File: config.mk
export PLATFORM = sky130hd
export DESIGN_NAME = switch_event_logger_flat
export DESIGN_NICKNAME = d
export VERILOG_FILES = /design/src/rtl/switch_event_logger_pkg.sv /design/src/rtl/switch_event_logger_if.sv /design/src/rtl/switch_event_logger_sw_debounce.sv /design/src/rtl/switch_event_logger.sv /design/src/flat_wrapper.sv
export SDC_FILE = /design/constraint.sdc
export NUM_CORES = 1
export LEC_CHECK = 0
export ABC_AREA = 1
export CORE_ASPECT_RATIO = 1.1
export CORE_MARGIN = 3
export CORE_UTILIZATION = 40
export CTS_BUF_LIST = sky130_fd_sc_hd__clkbuf_2
export DETAILED_ROUTE_END_ITERATION = 10
export HOLD_SLACK_MARGIN = 0.08
export MAX_ROUTING_LAYER = met4
export SETUP_SLACK_MARGIN = 0.1
export SYNTH_ARGS = -nofsm -noshare
export SYNTH_HDL_FRONTEND = slang
export SYNTH_SLANG_ARGS = --single-unit
File: constraint.sdc
create_clock -name clk_clk -period 2.6 [get_ports clk_clk]
set_clock_uncertainty 0.15 [all_clocks]
set_input_delay 0.65 -clock clk_clk [delete_from_list [all_inputs] [get_ports clk_clk]]
set_output_delay 0.65 -clock clk_clk [all_outputs]
set_load 0.005 [all_outputs]
File: src/rtl/switch_event_logger_pkg.sv
// Shared types and constants for the switch event logger.
package switch_event_logger_pkg;

  localparam int TS_WIDTH  = 24;
  localparam int S2_ADDR_W = 12;
  localparam int S2_DATA_W = 32;

  // Record layout: [31:24] debounced switches, [23:0] timestamp.
  localparam int REC_SW_LSB = 24;
  localparam int REC_SW_W   = 8;
  localparam int REC_TS_LSB = 0;

  // FSM encoding.
  typedef logic [2:0] fsm_state_t;
  localparam fsm_state_t ST_INIT      = 3'd0;
  localparam fsm_state_t ST_IDLE      = 3'd1;
  localparam fsm_state_t ST_RD_TAIL   = 3'd2;
  localparam fsm_state_t ST_WAIT_TAIL = 3'd3;
  localparam fsm_state_t ST_WR_REC    = 3'd4;
  localparam fsm_state_t ST_WR_HEAD   = 3'd5;

  function automatic logic [S2_DATA_W-1:0] make_record(input logic [REC_SW_W-1:0] sw,
                                                       input logic [TS_WIDTH-1:0] ts);
    logic [S2_DATA_W-1:0] rec;
    rec = '0;
    rec[REC_SW_LSB +: REC_SW_W] = sw;
    rec[REC_TS_LSB +: TS_WIDTH] = ts;
    return rec;
  endfunction

endpackage

File: src/rtl/switch_event_logger_if.sv
// On-chip memory second-port bus (s2) between the logger and the RAM.
// Handshake: chipselect is the only qualifier (valid); there is no ready --
// the RAM accepts every strobed access in the cycle it is presented, and for
// a read (write=0) readdata is valid exactly one cycle after the strobe.
// clken mirrors chipselect, byteenable is 4'hF while chipselect=1 else 4'h0.
interface switch_event_logger_if;
  import switch_event_logger_pkg::*;

  logic [S2_ADDR_W-1:0] address;
  logic                 chipselect;
  logic                 clken;
  logic                 write;
  logic [S2_DATA_W-1:0] writedata;
  logic [3:0]           byteenable;
  logic [S2_DATA_W-1:0] readdata;

  modport master (
    output address, chipselect, clken, write, writedata, byteenable,
    input  readdata
  );

  modport slave (
    input  address, chipselect, clken, write, writedata, byteenable,
    output readdata
  );
endinterface

File: src/rtl/switch_event_logger_sw_debounce.sv
// Two-flop synchroniser plus whole-vector stability counter for 8 switches.
// accept is a one-cycle pulse in the cycle a new stable value is taken;
// value follows one cycle later.
module sw_debounce
  import switch_event_logger_pkg::*;
#(
  parameter int DEBOUNCE_CYCLES = 50000
) (
  input  logic                clk,
  input  logic                rst_n,
  input  logic [REC_SW_W-1:0] switch_in,
  output logic [REC_SW_W-1:0] value,
  output logic                accept,
  output logic [REC_SW_W-1:0] accept_value
);

  localparam int CNT_W = $clog2(DEBOUNCE_CYCLES + 1);
  localparam logic [CNT_W-1:0] CNT_MAX = CNT_W'(DEBOUNCE_CYCLES - 1);

  logic [REC_SW_W-1:0] sync1, sync2, sample;
  logic [CNT_W-1:0]    cnt;

  // Bring the asynchronous switch levels into the clock domain.
  always_ff @(posedge clk or negedge rst_n) begin
    if (!rst_n) begin
      sync1 <= '0;
      sync2 <= '0;
    end else begin
      sync1 <= switch_in;
      sync2 <= sync1;
    end
  end

  // Restart the stability count on any change; hold at CNT_MAX once stable.
  always_ff @(posedge clk or negedge rst_n) begin
    if (!rst_n) begin
      sample <= '0;
      cnt    <= '0;
    end else if (sync2 != sample) begin
      sample <= sync2;
      cnt    <= '0;
    end else if (cnt != CNT_MAX) begin
      cnt <= cnt + 1'b1;
    end
  end

  assign accept       = (cnt == CNT_MAX) && (sample != value);
  assign accept_value = sample;

  // Commit the accepted value; accept drops the cycle after.
  always_ff @(posedge clk or negedge rst_n) begin
    if (!rst_n) value <= '0;
    else if (accept) value <= sample;
  end

endmodule

File: src/rtl/switch_event_logger.sv
// Debounced switch change logger writing timestamped records into an
// on-chip RAM ring buffer through the s2 port. Head word at HDR_ADDR,
// tail word (owned by the CPU) at HDR_ADDR+1, slots from RING_BASE.
module switch_event_logger
  import switch_event_logger_pkg::*;
#(
  parameter int                   DEBOUNCE_CYCLES = 50000,
  parameter int                   TS_PRESCALE     = 50,
  parameter logic [S2_ADDR_W-1:0] HDR_ADDR        = 12'hF00,
  parameter logic [S2_ADDR_W-1:0] RING_BASE       = 12'hF02,
  parameter int                   RING_DEPTH      = 64
) (
  input  logic                  clk_clk,
  input  logic                  reset_reset_n,
  input  logic [REC_SW_W-1:0]   switch_in,
  switch_event_logger_if.master s2,
  output logic [REC_SW_W-1:0]   debounced_sw,
  output logic [7:0]            drop_count,
  output logic                  event_pulse,
  output fsm_state_t            fsm_state
);

  localparam int PTR_W = $clog2(RING_DEPTH);
  localparam int PRE_W = $clog2(TS_PRESCALE + 1);
  localparam logic [PRE_W-1:0] PRE_MAX = PRE_W'(TS_PRESCALE - 1);

  fsm_state_t           state;
  logic [PTR_W-1:0]     head, head_next, tail_rd;
  logic                 full, accept, drop_inc, pend_valid;
  logic [REC_SW_W-1:0]  accept_value;
  logic [S2_DATA_W-1:0] new_rec, pend_rec;
  logic [TS_WIDTH-1:0]  ts;
  logic [PRE_W-1:0]     pre;
  logic                 cs_q, wr_q;
  logic [S2_ADDR_W-1:0] addr_q;
  logic [S2_DATA_W-1:0] wdata_q;
  logic                 readdata_unused;

  sw_debounce #(.DEBOUNCE_CYCLES(DEBOUNCE_CYCLES)) u_debounce (
    .clk          (clk_clk),
    .rst_n        (reset_reset_n),
    .switch_in    (switch_in),
    .value        (debounced_sw),
    .accept       (accept),
    .accept_value (accept_value)
  );

  assign head_next = head + 1'b1;
  assign tail_rd   = s2.readdata[PTR_W-1:0];
  assign full      = (head_next == tail_rd);
  assign new_rec   = make_record(accept_value, ts);
  // The tail word only carries PTR_W meaningful bits.
  assign readdata_unused = ^s2.readdata[S2_DATA_W-1:PTR_W];

  // One lost event per cycle at most: an overwrite of a pending entry, or a
  // full ring (if both coincide, only the older entry is actually lost).
  assign drop_inc = (accept && pend_valid && state != ST_WR_REC) ||
                    (state == ST_WAIT_TAIL && full && pend_valid);

  assign s2.address    = addr_q;
  assign s2.chipselect = cs_q;
  assign s2.clken      = cs_q;
  assign s2.write      = wr_q;
  assign s2.writedata  = wdata_q;
  assign s2.byteenable = {4{cs_q}};
  assign fsm_state     = state;

  // Free-running timestamp: one tick every TS_PRESCALE clocks, wraps silently.
  always_ff @(posedge clk_clk or negedge reset_reset_n) begin
    if (!reset_reset_n) begin
      pre <= '0;
      ts  <= '0;
    end else if (pre == PRE_MAX) begin
      pre <= '0;
      ts  <= ts + 1'b1;
    end else begin
      pre <= pre + 1'b1;
    end
  end

  // Single-entry pending holder (latest wins) and saturating drop counter.
  always_ff @(posedge clk_clk or negedge reset_reset_n) begin
    if (!reset_reset_n) begin
      pend_valid <= 1'b0;
      pend_rec   <= '0;
      drop_count <= '0;
    end else begin
      if (accept) begin
        pend_valid <= 1'b1;
        pend_rec   <= new_rec;
      end else if (state == ST_WR_REC || (state == ST_WAIT_TAIL && full)) begin
        pend_valid <= 1'b0;
      end
      if (drop_inc && drop_count != 8'hFF) drop_count <= drop_count + 1'b1;
    end
  end

  // Ring-writer FSM. Bus registers are loaded on the transition into the
  // state that owns the access, so they are valid during that state; the
  // INIT header clear therefore appears on the bus in the first IDLE cycle.
  always_ff @(posedge clk_clk or negedge reset_reset_n) begin
    if (!reset_reset_n) begin
      state       <= ST_INIT;
      head        <= '0;
      cs_q        <= 1'b0;
      wr_q        <= 1'b0;
      addr_q      <= '0;
      wdata_q     <= '0;
      event_pulse <= 1'b0;
    end else begin
      cs_q        <= 1'b0;
      wr_q        <= 1'b0;
      addr_q      <= '0;
      wdata_q     <= '0;
      event_pulse <= 1'b0;
      case (state)
        ST_INIT: begin
          cs_q   <= 1'b1;
          wr_q   <= 1'b1;
          addr_q <= HDR_ADDR;
          state  <= ST_IDLE;
        end
        ST_IDLE: begin
          if (pend_valid) begin
            cs_q   <= 1'b1;
            addr_q <= HDR_ADDR + 12'd1;
            state  <= ST_RD_TAIL;
          end
        end
        ST_RD_TAIL: state <= ST_WAIT_TAIL;
        ST_WAIT_TAIL: begin
          if (full) begin
            state <= ST_IDLE;
          end else begin
            cs_q    <= 1'b1;
            wr_q    <= 1'b1;
            addr_q  <= RING_BASE + S2_ADDR_W'(head);
            // A same-cycle accept replaces the pending record.
            wdata_q <= accept ? new_rec : pend_rec;
            state   <= ST_WR_REC;
          end
        end
        ST_WR_REC: begin
          cs_q        <= 1'b1;
          wr_q        <= 1'b1;
          addr_q      <= HDR_ADDR;
          wdata_q     <= S2_DATA_W'(head_next);
          event_pulse <= 1'b1;
          state       <= ST_WR_HEAD;
        end
        ST_WR_HEAD: begin
          head  <= head_next;
          state <= ST_IDLE;
        end
        default: state <= ST_INIT;
      endcase
    end
  end

endmodule

File: src/flat_wrapper.sv
// flat-port wrapper written by rule: the top's interface ports become plain ports
module switch_event_logger_flat import switch_event_logger_pkg::*;
#(
  parameter int                   DEBOUNCE_CYCLES = 50000,
  parameter int                   TS_PRESCALE     = 50,
  parameter logic [S2_ADDR_W-1:0] HDR_ADDR        = 12'hF00,
  parameter logic [S2_ADDR_W-1:0] RING_BASE       = 12'hF02,
  parameter int                   RING_DEPTH      = 64
)
  (clk_clk, reset_reset_n, switch_in, debounced_sw, drop_count, event_pulse, fsm_state, s2_address, s2_chipselect, s2_clken, s2_write, s2_writedata, s2_byteenable, s2_readdata);
  switch_event_logger_if s2_i ();
  input  logic clk_clk;
  input  logic reset_reset_n;
  input  logic [REC_SW_W-1:0] switch_in;
  output logic [REC_SW_W-1:0] debounced_sw;
  output logic [7:0] drop_count;
  output logic event_pulse;
  output fsm_state_t fsm_state;
  output wire logic [$bits(s2_i.address)-1:0] s2_address;
  output wire logic [$bits(s2_i.chipselect)-1:0] s2_chipselect;
  output wire logic [$bits(s2_i.clken)-1:0] s2_clken;
  output wire logic [$bits(s2_i.write)-1:0] s2_write;
  output wire logic [$bits(s2_i.writedata)-1:0] s2_writedata;
  output wire logic [$bits(s2_i.byteenable)-1:0] s2_byteenable;
  input wire logic [$bits(s2_i.readdata)-1:0] s2_readdata;
  assign s2_address = s2_i.address;
  assign s2_chipselect = s2_i.chipselect;
  assign s2_clken = s2_i.clken;
  assign s2_write = s2_i.write;
  assign s2_writedata = s2_i.writedata;
  assign s2_byteenable = s2_i.byteenable;
  assign s2_i.readdata = s2_readdata;
  switch_event_logger #(.DEBOUNCE_CYCLES(DEBOUNCE_CYCLES), .TS_PRESCALE(TS_PRESCALE), .HDR_ADDR(HDR_ADDR), .RING_BASE(RING_BASE), .RING_DEPTH(RING_DEPTH)) u_core (.clk_clk(clk_clk), .reset_reset_n(reset_reset_n), .switch_in(switch_in), .s2(s2_i), .debounced_sw(debounced_sw), .drop_count(drop_count), .event_pulse(event_pulse), .fsm_state(fsm_state));
endmodule
==> results.py <==
metrics = {
    "final_layout": {
        "stdcell_area_mm2": 0.00894,
        "nFillCells": 1708,
        "final_layout_size_suffix_gt1_frac": 0.126,
        "nets": 962,
        "final_common_cell": "nand2_1",
        "layout_common_cells": "175 x nand2_1, 169 x dfrtp_1, 120 x inv_1, 73 x nor2_1, 60 x dlygate4sd2_1",
        "instances_no_fill": 1166,
        "syn2layout_area_growth_pct": 20.4,
    },
    "floorplan": {
        "die_area_mm2": 0.0202,
        "die_y_um": 149,
        "initial_core_util": 0.414,
        "die_w_um": 136,
        "io_pins": 113,
        "row_count": 51,
        "core_mm2": 0.0179,
    },
    "grt": {
        "grt-ovfl-total": 0,
        "grt_max_degree": 54,
        "grt_pass1_wl_um": 25100,
        "grt_usage": 0.161,
        "antenna_found_initial": 1,
        "grt_pass1_vias": 5191,
    },
    "placement": {
        "post-place-cells": 1108,
        "place_area_mm2": 0.00852,
        "io_buffers": 85,
        "gp_congestion": 0.828,
        "dp_hpwl_um": 10200,
    },
    "sta": {
        "hold_violations": 0,
        "fmax_mhz": 435,
        "min_period_ps": 2300,
        "setup_viol": 0,
        "rsz0062_at_grt": "no",
        "fin_crit_sh": 0.885,
        "relSlewSlack": 0.658,
        "slew_violations": 0,
        "finalSetupTns_ps": 0,
        "worstMarginPinSlew_ps": 513,
    },
    "critical_path": {
        "path_depth": 1,
        "reg2reg_slack_ps": 340,
        "slowest_delay_ps": 500,
        "path_class": "reg -> out",
        "worstPathArrival_ps": 1500,
        "critPathMaxFanout": 10,
        "slowest_stage": "dfrtp_2",
        "rr_endpoint": "u_core.s2.address[3]$_DFF_PN0_",
        "path_cells": "dlygate4sd2_1",
        "reg2reg_from": "u_core.head[1]$_DFFE_PN0N_",
        "startpoint": "u_core.s2.address[10]$_DFF_PN0_",
        "path_delay_family": "flip-flops",
        "cp-start-kind": "register",
        "cp_num_buf_inv": 1,
        "setup.worst_path.end_class": "output pin",
        "timing.critical_path.to": "s2_byteenable[3]",
        "worstPathRequired_ps": 1800,
        "rr_worst_depth": 11,
    },
    "synthesis": {
        "ys_seq_area_frac": 0.573,
        "synth_nets": 852,
        "ys_ff_latch": 170,
        "yosysTopAreaCell": "dfrtp_1",
        "postSynthAreaPerCell_um2": 9.24,
        "postSynthCellCount": 803,
        "syn_area_mm2": 0.00742,
        "ys_warn_count": 0,
        "ys_top_cells_by_area": "dfrtp_1 57%, nand2_1 8.9%, inv_1 6.1%, nor2_1 3.7%, o21ai_0 2.5%",
        "synth.top_cell.area_share": 0.573,
        "synth_cell_types": 41,
    },
    "clock_network": {
        "clk_pin_slew_ps": 240,
        "clkSinkCount": 170,
        "htree_levels": 4,
        "cts-root-buf": "clkbuf_2",
        "cts_buffer_depth": 2,
        "numCtsBuffers": 17,
        "insertion_delay_ps": 740,
        "cts_tree": "built",
    },
    "power": {
        "leakagePower_nw": 4.93,
        "ir_drop_v": 0.000284,
        "powerDensity_mw_per_mm2": 595,
    },
    "route": {
        "viasPerCell": 4.52,
        "vias": 5265,
        "drc": 0,
        "dr.pass1.iters": 5,
        "drt_iter0_markers": 229,
        "drtAntennaViolNets": 0,
        "wl_per_cell_um": 12.4,
        "drt_wl_total_um": 14400,
    },
    "job": {
        "max_cap_violations": 0,
    },
    "worst_hold_path": {
        "hold_path_depth": 1,
        "hold_path_class": "in -> reg",
    },
    "status": {
        "outcome": "completed",
    },
}
## metal layers
metal,GRT usage,routed length (um),up-vias,share of wire
li1,-,-,2696,-
met1,0.212,7010,2469,0.49
met2,0.247,6600,82,0.46
met3,0.0391,553,18,0.038
met4,0.0519,269,0,0.019
met5,-,0,-,0
## how the worst min path moves through the flow
stage / end / start
after CTS: u_core.u_debounce.sync1[3]$_DFF_PN0_ / switch_in[3]
after detailed placement: u_core.u_debounce.sync2[0]$_DFF_PN0_ / u_core.u_debounce.sync1[0]$_DFF_PN0_
final: u_core.u_debounce.sync1[2]$_DFF_PN0_ / switch_in[2]
after floorplan: u_core.u_debounce.sync2[0]$_DFF_PN0_ / u_core.u_debounce.sync1[0]$_DFF_PN0_
after global placement: u_core.u_debounce.sync2[3]$_DFF_PN0_ / u_core.u_debounce.sync1[3]$_DFF_PN0_
after global routing: u_core.u_debounce.sync1[1]$_DFF_PN0_ / switch_in[1]
## cell type report
class                      count  area, um2  share of cell area
sequential                   170       4260               0.476
timing repair buffer         123       1150               0.129
multi-input combinational    477       2490               0.279
clock buffer                  17       85.1             0.00952
antenna                        2       5.00            0.000560
inverter                     124        468              0.0523
clock inverter                15        185              0.0207
tap                          238        298              0.0333
## sequential cells by signal, summed over array words and instances, names as in the netlist, 16 cells and up
register               cells
u_core.pend_rec           32
u_core.s2.writedata       32
u_core.ts                 24
u_core.u_debounce.cnt     16
## through the flow
| stage | util | worst slack, ps | total power, mW | hold WS (ps) |
|---|---|---|---|---|
| 4_1_cts | 0.496 | 102 | 5.40 | 91.3 |
| 3_5_place_dp | 0.475 | 26.6 | 3.90 | 185 |
| 3_3_place_gp | 0.475 | 38.0 | 3.89 | 184 |
| 2_1_floorplan | - | 644 | 3.49 | 181 |
| 6_report | 0.499 | 299 | 5.32 | 195 |
| 5_1_grt | 0.499 | 103 | 5.65 | 97.7 |
## worst register-to-register path, stage by stage, from the launching register on
cell and delay, ps:
dfrtp_1 490, ha_1 300, nand2_2 90, nor2_2 130
nand3_1 90, nand2_2 110, nor2_1 50, nor2_2 210
nand2_4 90, nand2_4 220, buf_4 200, nor3b_1 50
## timing repair
action / in CTS / in global routing
hold buffers: 5 / 1
hold endpoints to repair: 168 / 1
gates resized for setup: 61 / 10
endpoints found under the setup margin: 60 / 10
setup buffers: 18 / 0
## report_power, final
group | leakage, nW | internal, mW | switching, mW
Clock | 0.157 | 0.558 | 0.974
Sequential | 2.29 | 2.76 | 0.0768
Combinational | 2.48 | 0.398 | 0.551
## cells by family after synthesis
family,Yosys count,share of synthesized area
and+or+nand+nor,353,0.222
DFF,170,0.573
buffers and inverters,156,0.0912
AOI/OAI and AO/OA,81,0.0600
xor gates and xnor gates,35,0.0413
adders and majority gates,7,0.0118
other,1,0.000505
## cells in the mapped netlist (all sizes together)
cell / count
nand2: 184
dfrtp: 170
inv: 123
nor2: 82
o21ai: 57
nand3: 35
buf: 22
xor2: 20
nor3: 17
a21oi: 15
nand4: 15
xnor2: 15
or2: 13
clkbuf: 10
ha: 7
o22ai: 6
nor4: 3
nand3b: 2
nor3b: 2
a31oi: 1
clkinv: 1
conb: 1
o211ai: 1
o21a: 1
Power figures use the tool's default switching activity.
